`config.mk`:
```
export PLATFORM = sky130hd
export DESIGN_NAME = rr_hold_arbiter
export DESIGN_NICKNAME = d
export VERILOG_FILES = /design/src/rtl/rr_hold_arbiter_pkg.sv /design/src/rtl/rr_hold_arbiter_prio_select.sv /design/src/rtl/rr_hold_arbiter.sv
export SDC_FILE = /design/constraint.sdc
export NUM_CORES = 1
export LEC_CHECK = 0
export CAP_MARGIN = 20
export CORE_MARGIN = 4
export CORE_UTILIZATION = 36
export CTS_CLUSTER_SIZE = 20
export DETAILED_ROUTE_END_ITERATION = 8
export DONT_BUFFER_PORTS = 1
export SLEW_MARGIN = 15
export SYNTH_ARGS = -nofsm -noshare
export SYNTH_HDL_FRONTEND = slang
export SYNTH_SLANG_ARGS = --single-unit
```
`constraint.sdc`:
```
create_clock -name clk_i -period 2.5 [get_ports clk_i]
set_input_delay 0.5 -clock clk_i [delete_from_list [all_inputs] [get_ports clk_i]]
set_output_delay 0.5 -clock clk_i [all_outputs]
set_load 0.02 [all_outputs]
```
`src/rtl/rr_hold_arbiter_pkg.sv`:
```
// arb_pkg: shared types and helpers for the rr_hold_arbiter slice.
//   arb_mode_e    - arbitration policy selector (fixed priority / round robin)
//   clog2_min1    - ceil(log2(value)) but never below 1, for index/counter widths
//   onehot_to_idx - binary index of the highest set bit of a one-hot vector
//                   (0 for an all-zero vector)
package arb_pkg;

  typedef enum logic {
    ARB_FIXED = 1'b0,
    ARB_RR    = 1'b1
  } arb_mode_e;

  // Widest vector onehot_to_idx accepts; callers zero-extend into it.
  localparam int IDX_VEC_W = 64;

  function automatic int clog2_min1(input int value);
    return (value > 1) ? $clog2(value) : 1;
  endfunction

  function automatic int onehot_to_idx(input logic [IDX_VEC_W-1:0] vec);
    int idx;
    idx = 0;
    for (int i = 0; i < IDX_VEC_W; i++) begin
      if (vec[i]) idx = i;
    end
    return idx;
  endfunction

endpackage

```
`src/rtl/rr_hold_arbiter_prio_select.sv`:
```
// prio_select: combinational lowest-index-first selector.
//   req - request vector, bit i = port i requests
//   gnt - one-hot grant to the lowest-index requester, zero when req is zero
//   any - high when at least one request is present
module prio_select #(
  parameter int NUM_PORTS = 5
) (
  input  logic [NUM_PORTS-1:0] req,
  output logic [NUM_PORTS-1:0] gnt,
  output logic                 any
);

  // Scan from the top down so the lowest set bit is the last one written.
  always_comb begin
    gnt = '0;
    for (int i = NUM_PORTS - 1; i >= 0; i--) begin
      if (req[i]) begin
        gnt    = '0;
        gnt[i] = 1'b1;
      end
    end
  end

  assign any = |req;

endmodule

```
`src/rtl/rr_hold_arbiter.sv`:
```
// rr_hold_arbiter: N-port arbiter with a registered one-hot grant, run-time
// selectable fixed-priority / round-robin policy and bounded grant tenure.
//   clk_i       - clock, rising edge
//   rst_ni      - asynchronous active-low reset
//   req_i       - request vector, bit i = port i requests
//   mode_i      - 0 = fixed priority (port 0 highest), 1 = round robin
//   gnt_o       - registered one-hot grant, zero when idle
//   gnt_id_o    - binary index of the granted port, zero when idle
//   gnt_valid_o - high whenever gnt_o is non-zero
// NUM_PORTS must not exceed arb_pkg::IDX_VEC_W.
module rr_hold_arbiter
  import arb_pkg::*;
#(
  parameter int NUM_PORTS = 5,
  parameter int MAX_HOLD  = 4,
  parameter int ID_W      = clog2_min1(NUM_PORTS)
) (
  input  logic                 clk_i,
  input  logic                 rst_ni,
  input  logic [NUM_PORTS-1:0] req_i,
  input  logic                 mode_i,
  output logic [NUM_PORTS-1:0] gnt_o,
  output logic [ID_W-1:0]      gnt_id_o,
  output logic                 gnt_valid_o
);

  localparam int CNT_W = clog2_min1(MAX_HOLD + 1);

  arb_mode_e            mode;
  logic [NUM_PORTS-1:0] gnt_q;
  logic [ID_W-1:0]      id_q;
  logic [ID_W-1:0]      ptr_q;
  logic [CNT_W-1:0]     hold_q;

  logic [NUM_PORTS-1:0] ptr_mask;
  logic [NUM_PORTS-1:0] masked_req;
  logic [NUM_PORTS-1:0] fixed_gnt;
  logic [NUM_PORTS-1:0] masked_gnt;
  logic [NUM_PORTS-1:0] next_gnt;
  logic                 fixed_any;
  logic                 masked_any;
  logic                 hold;
  logic [ID_W-1:0]      win_idx;
  logic [ID_W-1:0]      next_ptr;

  assign mode = arb_mode_e'(mode_i);

  // The tenure continues only while the owner keeps requesting and has cycles
  // left; the mode input is deliberately ignored here so a policy change
  // never cuts a running tenure short.
  assign hold = (|(req_i & gnt_q)) && (hold_q < CNT_W'(MAX_HOLD - 1));

  // Ports at or above the pointer get first pick in round-robin mode.
  always_comb begin
    ptr_mask = '0;
    for (int i = 0; i < NUM_PORTS; i++) begin
      ptr_mask[i] = (i >= int'(ptr_q));
    end
  end

  assign masked_req = req_i & ptr_mask;

  prio_select #(.NUM_PORTS(NUM_PORTS)) u_fixed_sel (
    .req (req_i),
    .gnt (fixed_gnt),
    .any (fixed_any)
  );

  prio_select #(.NUM_PORTS(NUM_PORTS)) u_masked_sel (
    .req (masked_req),
    .gnt (masked_gnt),
    .any (masked_any)
  );

  // The unmasked lowest-index pick doubles as the wrap-around fallback for
  // round robin when nothing at or above the pointer is requesting.
  always_comb begin
    next_gnt = fixed_gnt;
    if (mode == ARB_RR && masked_any) begin
      next_gnt = masked_gnt;
    end
  end

  assign win_idx  = ID_W'(onehot_to_idx(IDX_VEC_W'(next_gnt)));
  assign next_ptr = (win_idx == ID_W'(NUM_PORTS - 1)) ? '0 : win_idx + ID_W'(1);

  always_ff @(posedge clk_i or negedge rst_ni) begin
    if (!rst_ni) begin
      gnt_q  <= '0;
      id_q   <= '0;
      ptr_q  <= '0;
      hold_q <= '0;
    end else if (hold) begin
      hold_q <= hold_q + CNT_W'(1);
    end else begin
      gnt_q  <= next_gnt;
      id_q   <= win_idx;
      hold_q <= '0;
      // Re-granting the same owner after expiry still counts as a new tenure.
      if (mode == ARB_RR && fixed_any) begin
        ptr_q <= next_ptr;
      end
    end
  end

  assign gnt_o       = gnt_q;
  assign gnt_id_o    = id_q;
  assign gnt_valid_o = |gnt_q;

endmodule

```
==> key figures <==
Detailed routing
  – WL/cell: ~17 µm
  – Pre-Repair DR Iteration Count: 5
  – Vias: about 760
  – DRT Wirelength: 2.16 mm
  – Antenna viol nets, final: 0
  – DRT iter0 DRCs: 26
  – # DRC: 0
  – Vias per std cell: a little over 6

Layout
  – Final Cell Area: between 900 and 1000 µm²
  – Area Overhead vs Synth: 1.90%
  – Fin nets: around 110
  – Commonest non-fill, non-tap cells in the layout: 13 x dfrtp_1, 12 x nor2_1, 7 x nand2_1
  – Share of layout cells above drive strength 1: 0.179
  – Antenna Diode Count: 0
  – Commonest non-fill, non-tap cell in the layout: dfrtp_1

CTS
  – Clk Tree Root Cell: clkbuf_4
  – CTS sink count: 13
  – Clk_lat worst skew: 0.28 ns
  – CTS tree: yes
  – Clk buf depth: 2
  – Depth of the CTS H-tree: 1
  – Resized cells post-CTS: 0
  – Num CTS Buffers: 3
  – Worst-path clk slew: about 0.08 ns

STA
  – Minimum clock period: around 2 ns
  – Final slew viol count: 0
  – Hold Vio Cnt, Final: 0
  – Actual slew at the worst max-slew pin: a little over 0.6 ns
  – Final TNS setup: 0 ns
  – Layout Skew: approximately 0.0022 ns
  – RSZ-0062 raised after global routing: no
  – Finish-stage setup viols: 0
  – Max frequency: about 0.49 GHz
  – Final period util: 0.823
  – Slew headroom: 0.588

Global routing
  – First-pass GRT wire length: between 3 and 4 mm
  – Met2 Usage GRT: 0.252
  – Initial antenna violation count: 0
  – Overflow after GRT: 0
  – Met1 Use GR: 0.169
  – GRT Overall Usage: 0.147
  – Grt met3 use: 0.0636
  – GR peak layer: met2
  – Vias in the first global route: between 700 and 800
  – Largest net degree at the start of global routing: 14

Pwr
  – Pwr/cell area: approximately 1300 nW/µm²
  – Lkg Pwr: around 0.39 nW
  – VDD IR max: roughly 0.84 mV

Synth
  – Syn Nets: between 100 and 150
  – Asr flop ratio synth: 1.00
  – Synth Flop Type: dfrtp_1
  – Synthesized area per cell: just under 10 µm²
  – Mapped Cells: 95
  – Syn. warnings: 0
  – Seq cells post-synth: 13
  – Register area share after synthesis: 0.352
  – Synth cell types: 39
  – Post-synth top area share: 0.352
  – Cell Area, Synth: between 900 and 1000 µm²
  – Cell taking the most area after synthesis: dfrtp_1
  – Post-synth EDFFs: 0
  – Area contributors post-synth: dfrtp_1 35%, buf_6 6.1%, nor2_1 4.9%

Placed design
  – Estimated wirelength of the detail-placed design: ~1.6 mm
  – Routability cong.: around 0.84
  – Cell Area, Placed: roughly 900 µm²
  – IO buf count: 0

Floorplan
  – Initial Util: 0.376
  – Std cell rows: 18
  – Die X: around 59 µm
  – IO Pins: 17
  – Die height: between 50 and 60 µm
  – Area of the core: 2450 µm²
  – Die ar.: 3440 µm²

Critical path
  – Worst path cell trace: a21boi_1 -> nor2_1 -> o21ba_2 -> a311oi_1 -> ha_1 -> a22o_1
  – CP Buf/Inv Count: 0
  – Worst-path cell with the longest stage delay: dfrtp_1
  – Worst Setup Start Kind: flop
  – Worst path max stage delay: 0.46 ns
  – Worst-path maximum fanout: 6
  – Crit path capture type: flop
  – R2R setup slack: around 0.44 ns
  – Top Family by Delay on Critical Path: compound AO/OA/AOI/OAI gates
  – CP Data Arrival Time: between 2 and 2.5 ns
  – Setup CP Type: reg2reg
  – Worst EP required: approximately 2.7 ns

Hold path
  – Hold WC Path Type: in2reg

Status
  – Status: completed

Run
  – Max-cap violations: 0
stage by stage:
step | setup WS, ns | power, mW | hold slack [ns] | std cells | util
2_1_floorplan | 0.512 | 0.965 | 0.204 | 95 | -
3_3_place_gp | 0.463 | 1.04 | 0.205 | 120 | 0.369
6_report | 0.442 | 1.20 | 0.360 | 125 | 0.383
3_5_place_dp | 0.454 | 1.06 | 0.205 | 120 | 0.369
4_1_cts | 0.472 | 1.20 | 0.350 | 125 | 0.383
5_1_grt | 0.319 | 1.31 | 0.344 | 125 | 0.383
routing by layer:
layer	vias up	routed length [µm]
met1	374	910
met3	2	145
met2	28	1090
li1	357	-
met4	0	10
met5	-	0
state kept, by name, summed over array words and instances, names as in the netlist:
signal / count
gnt_id_o: 2
ptr_q: 3
gnt_o: 5
hold_q: 3
area by class of cell:
cell class / count / area [µm²]
fill: 250 / 1510
multi-input combinational: 73 / 523
sequential: 13 / 325
tap: 30 / 37.5
clock buffer: 4 / 26.3
timing repair buffer: 2 / 17.5
inverter: 3 / 11.3
timing repair:
item | in CTS | in global routing
setup endpoints to repair | 0 | 0
hold buffers | 1 | 0
hold endpoints to repair | 13 | 0
setup buffers | 0 | 0
cells in the mapped netlist, types with 2 or more instances:
cell type / number
dfrtp_1: 13
nor2_1: 12
nand2_1: 7
a21oi_1: 6
buf_6: 5
o21ai_0: 5
inv_1: 3
nand2b_1: 3
a221oi_1: 2
a22o_1: 2
a31oi_1: 2
and2_1: 2
ha_1: 2
mux2_2: 2
mux2_4: 2
nand3_1: 2
nor3_1: 2
o21ba_2: 2
where the power goes:
part | internal (mW) | total [mW] | switching, mW
registers | 0.307 | 0.505 | 0.198
logic | 0.259 | 0.556 | 0.297
clock network | 0.0619 | 0.135 | 0.0732
path summary, 6_finish.rpt:
| kind | startpoint | end | cells after the start |
|---|---|---|---|
| setup / recovery | ptr_q[0]$_DFFE_PN0P_ | ptr_q[1]$_DFFE_PN0P_ | 6 |
| hold / removal | req_i[3] | gnt_o[3]$_DFFE_PN0N_ | 1 |
| setup reg to reg | ptr_q[0]$_DFFE_PN0P_ | ptr_q[1]$_DFFE_PN0P_ | 6 |
| hold reg to reg | hold_q[0]$_DFF_PN0_ | hold_q[0]$_DFF_PN0_ | 1 |
| max in group asynchronous | rst_ni | gnt_id_o[0]$_DFFE_PN0N_ | 1 |
| min in group asynchronous | rst_ni | hold_q[0]$_DFF_PN0_ | 1 |
logic make-up after synthesis:
logic type               after synthesis  synth area share
AND/OR/NAND/NOR                       36             0.211
AO/OA/AOI/OAI                         31             0.271
buffers and inverters                  9            0.0813
multiplexers                           4            0.0569
adder cells (fa/ha/maj)                2            0.0271
flip-flops                            13             0.352
(Power assumes the default switching activity.)
